$ cat src/rtl/qspi_pkg.sv
// rtl/qspi_pkg.sv - shared register map, status codes, CCR layout and sequencer states
//
// No ports. Imported by qspi_xip_sequencer and qspi_xip_line_buf.
//   QSPI_CCR/ADR/DR/STA : QSPI master register byte offsets
//   STA_IDLE/STA_CMD    : values read back from STA
//   CCR_*               : CCR field bit positions
//   seq_state_e         : XIP sequencer FSM states
//   ccr_word()          : packs a CCR value with start=1 and write=0
package qspi_pkg;

  localparam logic [5:0] QSPI_CCR = 6'd0;
  localparam logic [5:0] QSPI_ADR = 6'd4;
  localparam logic [5:0] QSPI_DR  = 6'd8;
  localparam logic [5:0] QSPI_STA = 6'd40;

  localparam logic [31:0] STA_IDLE = 32'd1;
  localparam logic [31:0] STA_CMD  = 32'd2;

  localparam int CCR_INSTR_LSB = 0;
  localparam int CCR_MODE_LSB  = 8;
  localparam int CCR_WRITE_BIT = 10;
  localparam int CCR_DUMMY_LSB = 11;
  localparam int CCR_SIZE_LSB  = 16;
  localparam int CCR_PRESC_LSB = 25;
  localparam int CCR_START_BIT = 31;

  typedef enum logic [2:0] {
    ST_IDLE,
    ST_ADR,
    ST_START,
    ST_WAIT_BUSY,
    ST_WAIT_DONE,
    ST_FETCH,
    ST_RESP
  } seq_state_e;

  function automatic logic [31:0] ccr_word(
    input logic [7:0] instr,
    input logic [1:0] mode,
    input logic [4:0] dummy,
    input logic [4:0] size_m1,
    input logic [5:0] presc
  );
    logic [31:0] w;
    w = '0;
    w[CCR_INSTR_LSB +: 8] = instr;
    w[CCR_MODE_LSB  +: 2] = mode;
    w[CCR_WRITE_BIT]      = 1'b0;
    w[CCR_DUMMY_LSB +: 5] = dummy;
    w[CCR_SIZE_LSB  +: 5] = size_m1;
    w[CCR_PRESC_LSB +: 6] = presc;
    w[CCR_START_BIT]      = 1'b1;
    return w;
  endfunction

endpackage

$ cat src/rtl/qspi_xip_line_buf.sv
// rtl/qspi_xip_line_buf.sv - single 32-byte XIP line buffer with tag, valid and hit compare
//
// Ports:
//   clk_i, rst_ni       : clock, asynchronous active-low reset (clears valid)
//   lookup_tag_i        : addr[23:5] of the incoming request
//   rd_idx_i            : word index addr[4:2] for the hit read
//   hit_o               : line valid and tag matches
//   rd_data_o           : stored word at rd_idx_i
//   wr_en_i/wr_idx_i/wr_data_i : line fill word write
//   fill_i, fill_tag_i  : line fill complete, mark valid with this tag
//   inval_i             : drop the line (has priority over fill_i)
module qspi_xip_line_buf
  import qspi_pkg::*;
(
  input  logic        clk_i,
  input  logic        rst_ni,
  input  logic [18:0] lookup_tag_i,
  input  logic [2:0]  rd_idx_i,
  output logic        hit_o,
  output logic [31:0] rd_data_o,
  input  logic        wr_en_i,
  input  logic [2:0]  wr_idx_i,
  input  logic [31:0] wr_data_i,
  input  logic        fill_i,
  input  logic [18:0] fill_tag_i,
  input  logic        inval_i
);

  logic [7:0][31:0] mem_q, mem_d;
  logic [18:0]      tag_q, tag_d;
  logic             valid_q, valid_d;

  always_comb begin
    mem_d   = mem_q;
    tag_d   = tag_q;
    valid_d = valid_q;
    if (wr_en_i) begin
      mem_d[wr_idx_i] = wr_data_i;
    end
    if (inval_i) begin
      valid_d = 1'b0;
    end else if (fill_i) begin
      valid_d = 1'b1;
      tag_d   = fill_tag_i;
    end
  end

  // Data storage needs no reset: it is only read behind a valid tag.
  always_ff @(posedge clk_i) begin
    mem_q <= mem_d;
  end

  always_ff @(posedge clk_i or negedge rst_ni) begin
    if (!rst_ni) begin
      tag_q   <= '0;
      valid_q <= 1'b0;
    end else begin
      tag_q   <= tag_d;
      valid_q <= valid_d;
    end
  end

  assign hit_o     = valid_q && (tag_q == lookup_tag_i);
  assign rd_data_o = mem_q[rd_idx_i];

endmodule

$ cat src/rtl/qspi_xip_sequencer.sv
// rtl/qspi_xip_sequencer.sv - XIP word-read sequencer driving QSPI master registers
//
// Optional feature macro: QSPI_XIP_CACHE_EN (adds a one-line 32-byte buffer).
// Ports:
//   clk_i, rst_ni        : clock, asynchronous active-low reset
//   req_i, addr_i        : word read request and byte address (bits [1:0] ignored)
//   gnt_o                : request accepted this cycle
//   rvalid_o, rdata_o    : one-cycle response pulse and returned word
//   err_o                : timeout flag, pulses with rvalid_o
//   busy_o               : sequencer not idle
//   qspi_write_o, qspi_be_o, qspi_addr_o, qspi_wdata_o : master register access
//   qspi_rdata_i         : master read data, one cycle after qspi_addr_o
module qspi_xip_sequencer
  import qspi_pkg::*;
#(
  parameter logic [7:0] READ_CMD    = 8'h6B,
  parameter logic [1:0] DATA_MODE   = 2'b11,
  parameter int         DUMMY_BYTES = 4,
  parameter logic [5:0] PRESCALER   = 6'd1,
  parameter int         TIMEOUT     = 4096
) (
  input  logic        clk_i,
  input  logic        rst_ni,
  input  logic        req_i,
  input  logic [23:0] addr_i,
  output logic        gnt_o,
  output logic        rvalid_o,
  output logic [31:0] rdata_o,
  output logic        err_o,
  output logic        busy_o,
  output logic        qspi_write_o,
  output logic [3:0]  qspi_be_o,
  output logic [5:0]  qspi_addr_o,
  output logic [31:0] qspi_wdata_o,
  input  logic [31:0] qspi_rdata_i
);

`ifdef QSPI_XIP_CACHE_EN
  localparam logic [3:0] FETCH_WORDS = 4'd8;
  localparam logic [4:0] SIZE_M1     = 5'd31;
`else
  localparam logic [3:0] FETCH_WORDS = 4'd1;
  localparam logic [4:0] SIZE_M1     = 5'd3;
`endif
  localparam int          TW      = $clog2(TIMEOUT + 1);
  localparam logic [31:0] CCR_VAL = ccr_word(READ_CMD, DATA_MODE, 5'(DUMMY_BYTES),
                                             SIZE_M1, PRESCALER);

  seq_state_e    state_q, state_d;
  logic [23:0]   addr_q, addr_d;
  logic [TW-1:0] tmo_q, tmo_d;
  logic [3:0]    fetch_q, fetch_d;
  logic          sta_skip_q, sta_skip_d;
  logic          err_q, err_d;
  logic [31:0]   rdata_q, rdata_d;
  logic          timeout;
  logic          unused_addr_bits;

  assign unused_addr_bits = ^addr_i[1:0];
  assign timeout          = (tmo_q == TW'(TIMEOUT - 1));

`ifdef QSPI_XIP_CACHE_EN
  logic [2:0]  word_q, word_d;
  logic        lb_hit, lb_wr_en, lb_fill, lb_inval;
  logic [2:0]  lb_wr_idx;
  logic [31:0] lb_rd_data;

  // Data for DR offset k arrives while fetch_q == k+1.
  assign lb_wr_idx = fetch_q[2:0] - 3'd1;

  qspi_xip_line_buf u_line_buf (
    .clk_i        (clk_i),
    .rst_ni       (rst_ni),
    .lookup_tag_i (addr_i[23:5]),
    .rd_idx_i     (addr_i[4:2]),
    .hit_o        (lb_hit),
    .rd_data_o    (lb_rd_data),
    .wr_en_i      (lb_wr_en),
    .wr_idx_i     (lb_wr_idx),
    .wr_data_i    (qspi_rdata_i),
    .fill_i       (lb_fill),
    .fill_tag_i   (addr_q[23:5]),
    .inval_i      (lb_inval)
  );
`endif

  always_comb begin
    state_d      = state_q;
    addr_d       = addr_q;
    tmo_d        = tmo_q;
    fetch_d      = fetch_q;
    sta_skip_d   = sta_skip_q;
    err_d        = err_q;
    rdata_d      = rdata_q;
    gnt_o        = 1'b0;
    rvalid_o     = 1'b0;
    err_o        = 1'b0;
    qspi_write_o = 1'b0;
    qspi_be_o    = 4'h0;
    qspi_addr_o  = 6'd0;
    qspi_wdata_o = 32'h0;
`ifdef QSPI_XIP_CACHE_EN
    word_d       = word_q;
    lb_wr_en     = 1'b0;
    lb_fill      = 1'b0;
    lb_inval     = 1'b0;
`endif

    unique case (state_q)
      ST_IDLE: begin
        // State flops hold IDLE during reset, so gate the grant explicitly.
        gnt_o = req_i && rst_ni;
        if (req_i) begin
`ifdef QSPI_XIP_CACHE_EN
          word_d = addr_i[4:2];
          if (lb_hit) begin
            rdata_d = lb_rd_data;
            err_d   = 1'b0;
            state_d = ST_RESP;
          end else begin
            // The refill overwrites the buffer, so the old line is gone now.
            addr_d   = {addr_i[23:5], 5'b0};
            lb_inval = 1'b1;
            state_d  = ST_ADR;
          end
`else
          addr_d  = {addr_i[23:2], 2'b0};
          state_d = ST_ADR;
`endif
        end
      end

      ST_ADR: begin
        qspi_write_o = 1'b1;
        qspi_be_o    = 4'hF;
        qspi_addr_o  = QSPI_ADR;
        qspi_wdata_o = {addr_q[7:0], addr_q[15:8], addr_q[23:16], 8'h00};
        state_d      = ST_START;
      end

      ST_START: begin
        qspi_write_o = 1'b1;
        qspi_be_o    = 4'hF;
        qspi_addr_o  = QSPI_CCR;
        qspi_wdata_o = CCR_VAL;
        tmo_d        = '0;
        sta_skip_d   = 1'b1;
        state_d      = ST_WAIT_BUSY;
      end

      ST_WAIT_BUSY, ST_WAIT_DONE: begin
        qspi_addr_o = QSPI_STA;
        sta_skip_d  = 1'b0;
        if (timeout) begin
          err_d   = 1'b1;
          rdata_d = 32'h0;
          state_d = ST_RESP;
`ifdef QSPI_XIP_CACHE_EN
          lb_inval = 1'b1;
`endif
        end else begin
          tmo_d = tmo_q + TW'(1);
          // First data after entering a wait state belongs to the previous address.
          if (!sta_skip_q) begin
            if (state_q == ST_WAIT_BUSY && qspi_rdata_i != STA_IDLE) begin
              state_d    = ST_WAIT_DONE;
              sta_skip_d = 1'b1;
            end else if (state_q == ST_WAIT_DONE && qspi_rdata_i == STA_IDLE) begin
              fetch_d = 4'd0;
              state_d = ST_FETCH;
            end
          end
        end
      end

      ST_FETCH: begin
        if (fetch_q < FETCH_WORDS) begin
          qspi_addr_o = QSPI_DR + {1'b0, fetch_q[2:0], 2'b00};
        end
        if (fetch_q != 4'd0) begin
`ifdef QSPI_XIP_CACHE_EN
          lb_wr_en = 1'b1;
          if (lb_wr_idx == word_q) begin
            rdata_d = qspi_rdata_i;
          end
`else
          rdata_d = qspi_rdata_i;
`endif
        end
        if (fetch_q == FETCH_WORDS) begin
          err_d   = 1'b0;
          state_d = ST_RESP;
`ifdef QSPI_XIP_CACHE_EN
          lb_fill = 1'b1;
`endif
        end else begin
          fetch_d = fetch_q + 4'd1;
        end
      end

      ST_RESP: begin
        rvalid_o = 1'b1;
        err_o    = err_q;
        state_d  = ST_IDLE;
      end

      default: state_d = ST_IDLE;
    endcase
  end

  always_ff @(posedge clk_i or negedge rst_ni) begin
    if (!rst_ni) begin
      state_q    <= ST_IDLE;
      addr_q     <= '0;
      tmo_q      <= '0;
      fetch_q    <= '0;
      sta_skip_q <= 1'b0;
      err_q      <= 1'b0;
      rdata_q    <= '0;
    end else begin
      state_q    <= state_d;
      addr_q     <= addr_d;
      tmo_q      <= tmo_d;
      fetch_q    <= fetch_d;
      sta_skip_q <= sta_skip_d;
      err_q      <= err_d;
      rdata_q    <= rdata_d;
    end
  end

`ifdef QSPI_XIP_CACHE_EN
  always_ff @(posedge clk_i or negedge rst_ni) begin
    if (!rst_ni) begin
      word_q <= '0;
    end else begin
      word_q <= word_d;
    end
  end
`endif

  assign rdata_o = rdata_q;
  assign busy_o  = (state_q != ST_IDLE);

endmodule

$ cat config.mk
export PLATFORM = sky130hd
export DESIGN_NAME = qspi_xip_sequencer
export DESIGN_NICKNAME = d
export VERILOG_FILES = /design/src/rtl/qspi_pkg.sv /design/src/rtl/qspi_xip_line_buf.sv /design/src/rtl/qspi_xip_sequencer.sv
export SDC_FILE = /design/constraint.sdc
export NUM_CORES = 1
export LEC_CHECK = 0
export BUFFER_PORTS_ARGS = -buffer_cell sky130_fd_sc_hd__buf_2
export CELL_PAD_IN_SITES_DETAIL_PLACEMENT = 0
export CELL_PAD_IN_SITES_GLOBAL_PLACEMENT = 1
export CORE_UTILIZATION = 38
export CTS_BUF_LIST = sky130_fd_sc_hd__clkbuf_16
export CTS_CLUSTER_DIAMETER = 200
export DETAILED_ROUTE_END_ITERATION = 12
export PLACE_DENSITY = 0.9
export SKIP_CTS_REPAIR_TIMING = 1
export SYNTH_ARGS = -nofsm -noshare
export SYNTH_HDL_FRONTEND = slang
export SYNTH_SLANG_ARGS = --single-unit
$ cat constraint.sdc
create_clock -name clk_i -period 2.5 [get_ports clk_i]
set_input_delay 0.125 -clock clk_i [delete_from_list [all_inputs] [get_ports clk_i]]
set_output_delay 0.125 -clock clk_i [all_outputs]
set_load 0.01 [all_outputs]
==> results.md, run 1 <==
| Parameter | This run | Unit |
| --- | --- | --- |
| Maximum VDD drop | 591 | µV |
| Area enclosed by the die boundary | 10400 | µm² |
| Post-detailed-route DRC marker count | 0 | - |
| Vias in the first global route | 2953 | - |
| Synthesized area divided by synthesized cell count | 11.4 | µm² |
| Number of antenna cells inserted | 0 | - |
| Unique cell type count in the Yosys netlist | 59 | - |
| Global placement routability congestion | 0.769 | - |
| Maximum fanout along the worst path | 23 | - |
| Remaining antenna violation count | 0 | - |
| Area overhead of the layout relative to synthesis | 26.8 | % |
| Hold Startpoint | addr_i[23] | - |
| Areal power density over the cells | 1230 | nW/µm² |
| Share of flip-flops with an asynchronous set or reset after synthesis | 100 | % |
| WS Path Type | flop to output pin | - |
| Post-synthesis instance total | 332 | - |
| Nature of the critical path startpoint | flop | - |
| CTS Root Cell | clkbuf_16 | - |
| Finished layout cell area | 4810 | µm² |
| Maximum operating frequency | 0.465 | GHz |
| Share of layout cells above drive strength 1 | 42.0 | % |
| Via total after detailed routing | 2993 | - |
| Pre-antenna DRT Iters | 4 | - |
| Commonest cells post-synth | dfrtp_1 (76), a22o_1 (33), nor2_1 (24) | - |
| Insertion delay of the later-clocked pin in the worst-skew pair | 330 | ps |
| Max-slew headroom at the worst pin | 54.4 | % |
| Placement Setup Slack | 469 | ps |
| Maximum root-to-sink buffer count | 2 | - |
| Maximum number of pins on one net before global-route repair | 42 | - |
| Leading cell type by number of instances after synthesis | dfrtp_1 | - |
| Mapped Area | 3800 | µm² |
| Post-place instance area | 4470 | µm² |
| Die Ht | 102 | µm |
| Worst-path clk slew | 60 | ps |
| Pwr Total | 5.94 | mW |
| Crit share post-route | 86.0 | % |
| Dominant cells by area after synthesis | dfrtp_1 (50%), a22o_1 (7.6%), mux2_2 (6.8%) | - |
| Number of antenna violations at the first check in global routing | 0 | - |
| Unrepaired setup endpoints after global routing | no | - |
| Leak | 2.40 | nW |
| Core area | 9730 | µm² |
| Die width | 102 | µm |
| Post-synthesis sequential area ratio | 50.1 | % |
| Wire length of the first global-routing pass | 14000 | µm |
| Synth warnings | 0 | - |
| Number of sinks driven by the clock tree | 76 | - |
| Net count, final | 517 | - |
| Post-synth EDFFs | 0 | - |
| # fillers | 909 | - |
| # IOs | 138 | - |
| Synth area leader | dfrtp_1 | - |
| Worst min path class | primary input to flop | - |
| CP arrival | 2030 | ps |
| Period minus WS final | 2150 | ps |
| Synth Flop Type | dfrtp_1 | - |
| WL final | 8630 | µm |
| Element type at the critical path end | output pin | - |
| Required time worst endpoint | 2380 | ps |
| Port bufs | 129 | - |
| Max-slew violation count | 0 | - |
| RR Startpoint | state_q[2]$_DFFE_PN0P_ | - |
| Transition time at the pin with the least slew margin | 679 | ps |
| Final hold viol count | 0 | - |
| Outcome | finished, final reports clean | - |
| Synthesis-stage register bit count | 76 | - |
| Deepest level of the CTS H-tree | 3 | - |
| Count of standard-cell rows | 36 | - |
| Number of CTS-inserted buffers | 9 | - |
| Worst-case clock skew | 10.1 | ps |
| Final worst setup slack | 349 | ps |
| Critical Path Source | state_q[0]$_DFFE_PN0P_ | - |
| Placed wire-length estimate after detailed placement | 6100 | µm |
| Yosys top cell area share | 50.1 | % |
| Clock tree from TritonCTS | yes | - |
| Overall global routing resource usage | 17.5 | % |
| Aggregate global routing overflow | 0 | - |
| Setup TNS | 0 | ps |
| Final-report setup violation count | 0 | - |
| Routed wirelength normalized by instance count | 14.6 | µm |
| Max-cap viol count | 0 | - |
| Initial DRC Count | 101 | - |
| Routed vias/inst | 5.07 | - |
| Initial standard-cell utilization of the core | 39.0 | % |
-- cell type report --
class                           instances  area (µm²)  share of cell area (%)
Inverter                                6        22.5                   0.468
Clock inverter                          6         106                    2.21
Timing Repair Buffer                  137         711                    14.8
Clock buffer                            9         225                    4.68
Tap cell                              133         166                    3.46
Sequential cell                        76        1900                    39.5
Multi-Input combinational cell        223        1680                    34.9
-- per-stage QoR --
step	instances	hold WS [ps]	utilization [%]
6_report	590	19.1	49.5
5_1_grt	590	11.3	49.5
4_1_cts	589	-252	49.4
3_5_place_dp	574	104	46.0
3_3_place_gp	574	100	46.0
2_1_floorplan	337	-171	-
-- report_power, final --
part           internal [mW]  switching (mW)
combinational           1.17            1.21
clock                  0.964           0.496
sequential              1.74           0.352
total                   3.88            2.06
-- sequential cells by signal, summed over array words and instances (netlist names) --
name        count
rdata_o        32
state_q         3
tmo_q          13
sta_skip_q      1
err_q           1
fetch_q         4
addr_q         22
-- routing by layer --
layer / vias up / track usage (%) / routed length (µm)
li1: 1431 / - / -
met1: 1443 / 21.9 / 3770
met2: 109 / 28.8 / 4190
met3: 10 / 5.06 / 541
met4: 0 / 6.59 / 132
met5: - / 0 / 0
-- logic make-up after synthesis --
| group | share of synthesized area, % |
|---|---|
| adder cells (fa/ha/maj) | 1.65 |
| AND/OR/NAND/NOR | 17.9 |
| other | 0.0988 |
| multiplexers | 6.82 |
| XOR/XNOR | 2.08 |
| buffers and inverters | 6.39 |
| AO/OA/AOI/OAI | 15.0 |
| flip-flops | 50.1 |
-- layout by cell type (no fill, tap or decap), types with 4 or more instances in the layout --
| cell | Yosys | final |
|---|---|---|
| nor4_1 | 8 | 8 |
| and3_1 | 4 | 4 |
| nor2_1 | 24 | 24 |
| conb_1 | 1 | 6 |
| a22o_1 | 33 | 33 |
| a21o_1 | 7 | 7 |
| buf_4 | 18 | 8 |
| nand2_1 | 10 | 10 |
| mux2_2 | 23 | 23 |
| inv_1 | 6 | 8 |
| xnor2_1 | 8 | 8 |
| o21ai_0 | 4 | 4 |
| clkbuf_16 | 0 | 9 |
| dfrtp_1 | 76 | 76 |
| a21oi_1 | 6 | 5 |
| or3_1 | 5 | 5 |
| ha_1 | 5 | 5 |
| and2_1 | 19 | 19 |
| buf_2 | 3 | 128 |
| nand3_1 | 4 | 4 |
| nor3_1 | 8 | 7 |
-- critical path, stage by stage (launching register included) --
cell and delay [ps]:
dfrtp_1 530, or3_1 470, nor2_2 100, buf_4 290, and2_1 170, buf_2 130
-- final timing paths --
kind,endpoint,slack (ps),cells past startpoint
worst max register to register,rdata_o[21]$_DFFE_PN0P_,450,5
worst max-delay path,gnt_o,350,5
worst min-delay path,addr_q[23]$_DFFE_PN0P_,20,2
worst min register to register,addr_q[13]$_DFFE_PN0P_,500,1
min in group asynchronous,rdata_o[24]$_DFFE_PN0P_,270,2
max in group asynchronous,tmo_q[9]$_DFFE_PN0P_,1330,3
(Power assumes the default switching activity.)
==> run 2: changes to the inputs <==
--- a/config.mk
+++ b/config.mk
@@ -8,11 +8,12 @@
 export BUFFER_PORTS_ARGS = -buffer_cell sky130_fd_sc_hd__buf_2
 export CELL_PAD_IN_SITES_DETAIL_PLACEMENT = 0
 export CELL_PAD_IN_SITES_GLOBAL_PLACEMENT = 1
-export CORE_UTILIZATION = 38
+export CORE_UTILIZATION = 41
 export CTS_BUF_LIST = sky130_fd_sc_hd__clkbuf_16
 export CTS_CLUSTER_DIAMETER = 200
 export DETAILED_ROUTE_END_ITERATION = 12
-export PLACE_DENSITY = 0.9
+export PLACE_DENSITY = 0.95
+export REMOVE_ABC_BUFFERS = 1
 export SKIP_CTS_REPAIR_TIMING = 1
 export SYNTH_ARGS = -nofsm -noshare
 export SYNTH_HDL_FRONTEND = slang
==> constraint.sdc (replaced) <==
create_clock -name clk_i -period 2.7 [get_ports clk_i]
set_input_delay 0.135 -clock clk_i [delete_from_list [all_inputs] [get_ports clk_i]]
set_output_delay 0.135 -clock clk_i [all_outputs]
set_load 0.01 [all_outputs]
==> results.md, run 2 (synthesis results as in run 1) <==
| Parameter | This run | Unit | Change |
| --- | --- | --- | --- |
| Outcome | finished with violations | - | was finished, final reports clean |
| Failing checks | design-rule violations | - |  |
| Initial DRC Count | 116 | - | was 101 |
| Final hold viol count | 0 | - | unchanged |
| Die Ht | 98.2 | µm | was 102 µm |
| Maximum number of pins on one net before global-route repair | 43 | - | was 42 |
| Largest register FFs | 32 | - | unchanged |
| # fillers | 779 | - | was 909 |
| Area enclosed by the die boundary | 9650 | µm² | was 10400 µm² |
| Number of CTS-inserted buffers | 9 | - | unchanged |
| Die width | 98.2 | µm | was 102 µm |
| Worst min path class | primary input to flop | - | unchanged |
| Aggregate global routing overflow | 0 | - | unchanged |
| CTS Root Cell | clkbuf_16 | - | unchanged |
| Post-detailed-route DRC marker count | 8 | - | was 0 |
| Transition time at the pin with the least slew margin | 1270 | ps | was 679 ps |
| Area overhead of the layout relative to synthesis | 26.1 | % | was 26.8% |
| Worst-case clock skew | 5.30 | ps | was 10.1 ps |
| Crit share post-route | 89.6 | % |  |
| Pre-antenna DRT Iters | 10 | - | was 4 |
| Routed wirelength normalized by instance count | 15.4 | µm | was 14.6 µm |
| Cell-internal power | 3.52 | mW | was 3.88 mW |
| Clock tree from TritonCTS | yes | - | unchanged |
| Routed vias/inst | 5.40 | - | was 5.07 |
| Final-report setup violation count | 0 | - | unchanged |
| Max-slew headroom at the worst pin | 15.3 | % | was 54.4% |
| Switching component of the power | 1.93 | mW | was 2.06 mW |
| Required time worst endpoint | 2970 | ps | was 2380 ps |
| Clock network fraction of design power | 23.2 | % | was 24.6% |
| Element type at the critical path end | flop | - | was output pin |
| Insertion delay of the later-clocked pin in the worst-skew pair | 330 | ps | about the same |
| # IOs | 138 | - | unchanged |
| Leak | 2.41 | nW | was 2.40 nW |
| Maximum fanout along the worst path | 32 | - | was 23 |
| Most frequent standard cell in the layout excluding fill and tap cells | buf_2 | - | unchanged |
| Areal power density over the cells | 1140 | nW/µm² | was 1230 nW/µm² |
| Number of antenna cells inserted | 0 | - | unchanged |
| Net count, final | 520 | - | was 517 |
| Maximum operating frequency | 0.413 | GHz |  |
| Core area | 8850 | µm² | was 9730 µm² |
| Post-place instance area | 4460 | µm² | was 4470 µm² |
| Wire length of the first global-routing pass | 14400 | µm | was 14000 µm |
| Switching Fraction | 35.4 | % | was 34.7% |
| Global placement routability congestion | 0.851 | - | was 0.769 |
| Combinational cell fraction of total power | 41.8 | % | was 40.2% |
| Deepest level of the CTS H-tree | 3 | - | unchanged |
| Unrepaired setup endpoints after global routing | no | - | unchanged |
| Via total after detailed routing | 3070 | - | was 2993 |
| Most used cells in the layout excluding fill and tap cells | buf_2 (128), dfrtp_1 (76), a22o_1 (33), nor2_1 (24), mux2_2 (23) | - | unchanged |
| Share of layout cells above drive strength 1 | 42.7 | % | was 42.0% |
| Remaining antenna violation count | 0 | - | unchanged |
| Finished layout cell area | 4790 | µm² | was 4810 µm² |
| Final worst setup slack | 281 | ps | was 349 ps |
| Register share of total power | 35.0 | % | was 35.2% |
| Number of sinks driven by the clock tree | 76 | - | unchanged |
| CP arrival | 2690 | ps | was 2030 ps |
| WL final | 8750 | µm | was 8630 µm |
| Initial standard-cell utilization of the core | 42.9 | % | was 39.0% |
| Nature of the critical path startpoint | flop | - | unchanged |
| WS Path Type | flop to flop | - | was flop to output pin |
| Port bufs | 129 | - | unchanged |
| Max-slew violation count | 0 | - | unchanged |
| Placed wire-length estimate after detailed placement | 6290 | µm | was 6100 µm |
| Placement Setup Slack | 300 | ps | was 469 ps |
| Worst-path clk slew | 60 | ps | about the same |
| Number of antenna violations at the first check in global routing | 0 | - | unchanged |
| Period minus WS final | 2420 | ps |  |
| Max-cap viol count | 0 | - | unchanged |
| Count of standard-cell rows | 34 | - | was 36 |
| Overall global routing resource usage | 19.1 | % | was 17.5% |
| Vias in the first global route | 2996 | - | was 2953 |
| Maximum root-to-sink buffer count | 2 | - | unchanged |
| Maximum VDD drop | 652 | µV | was 591 µV |
## run 2: cell types whose count changed in the layout (fill, tap and decap cells not counted)
cell / change
buf_4: +3
inv_6: +1
clkinv_2: +2
inv_1: -1
clkinvlp_4: +1
clkinv_4: -1
bufinv_16: -1
## run 2: worst paths after layout
check                                            start  cells after the start                 endpoint  slack (ps)
max in group asynchronous                       rst_ni                      3  rdata_o[20]$_DFFE_PN0P_        1470
min in group asynchronous                       rst_ni                      2   fetch_q[0]$_DFFE_PN0P_         330
worst max-delay path            state_q[1]$_DFFE_PN0P_                      4  rdata_o[29]$_DFFE_PN0P_         280
worst min-delay path                   qspi_rdata_i[0]                      2   rdata_o[0]$_DFFE_PN0P_          30
worst max register to register  state_q[1]$_DFFE_PN0P_                      4  rdata_o[29]$_DFFE_PN0P_         280
worst min register to register  addr_q[15]$_DFFE_PN0P_                      1   addr_q[15]$_DFFE_PN0P_         500
## run 2: layout make-up
type                            instances  area (µm²)  share of cell area [%]
Multi-Input combinational cell        223        1680                    35.1
Clock inverter                          7        90.1                    1.88
Sequential cell                        76        1900                    39.7
Tap cell                              108         135                    2.82
Timing Repair Buffer                  140         733                    15.3
Inverter                                6        22.5                   0.470
Clock buffer                            9         225                    4.70
## run 2: stage by stage
step	instances	setup TNS (ps)	total power [mW]	hold WS, ps	utilization [%]
after floorplan	305	-1390	3.27	-161	-
after global placement	552	0	4.14	148	50.4
after detailed placement	552	0	4.21	152	50.4
after CTS	568	0	5.50	-203	54.0
after global routing	569	0	5.80	19.7	54.1
final	569	0	5.45	27.1	54.1
## run 2: worst max-delay path: stages, from the launching register on
cell and delay [ps]:
dfrtp_1 510, and3b_1 300, o2111a_2 280, o21ai_2 960, a22o_1 290
## run 2: routing by layer
metal / vias up / routed length, µm / GRT usage, %
met1: 1503 / 3730 / 22.5
met5: - / 0 / 0
met2: 115 / 4400 / 33.7
met3: 10 / 546 / 5.37
met4: 0 / 82 / 5.74
li1: 1442 / - / -
## run 2: power groups by stage
stage          clock network, mW  logic (mW)  registers (mW)
4_1_cts                     1.29        2.31            1.91
3_3_place_gp                   0        2.24            1.90
5_1_grt                     1.34        2.50            1.97
6_report                    1.27        2.28            1.91
3_5_place_dp                   0        2.30            1.92
2_1_floorplan                  0        1.27            2.00
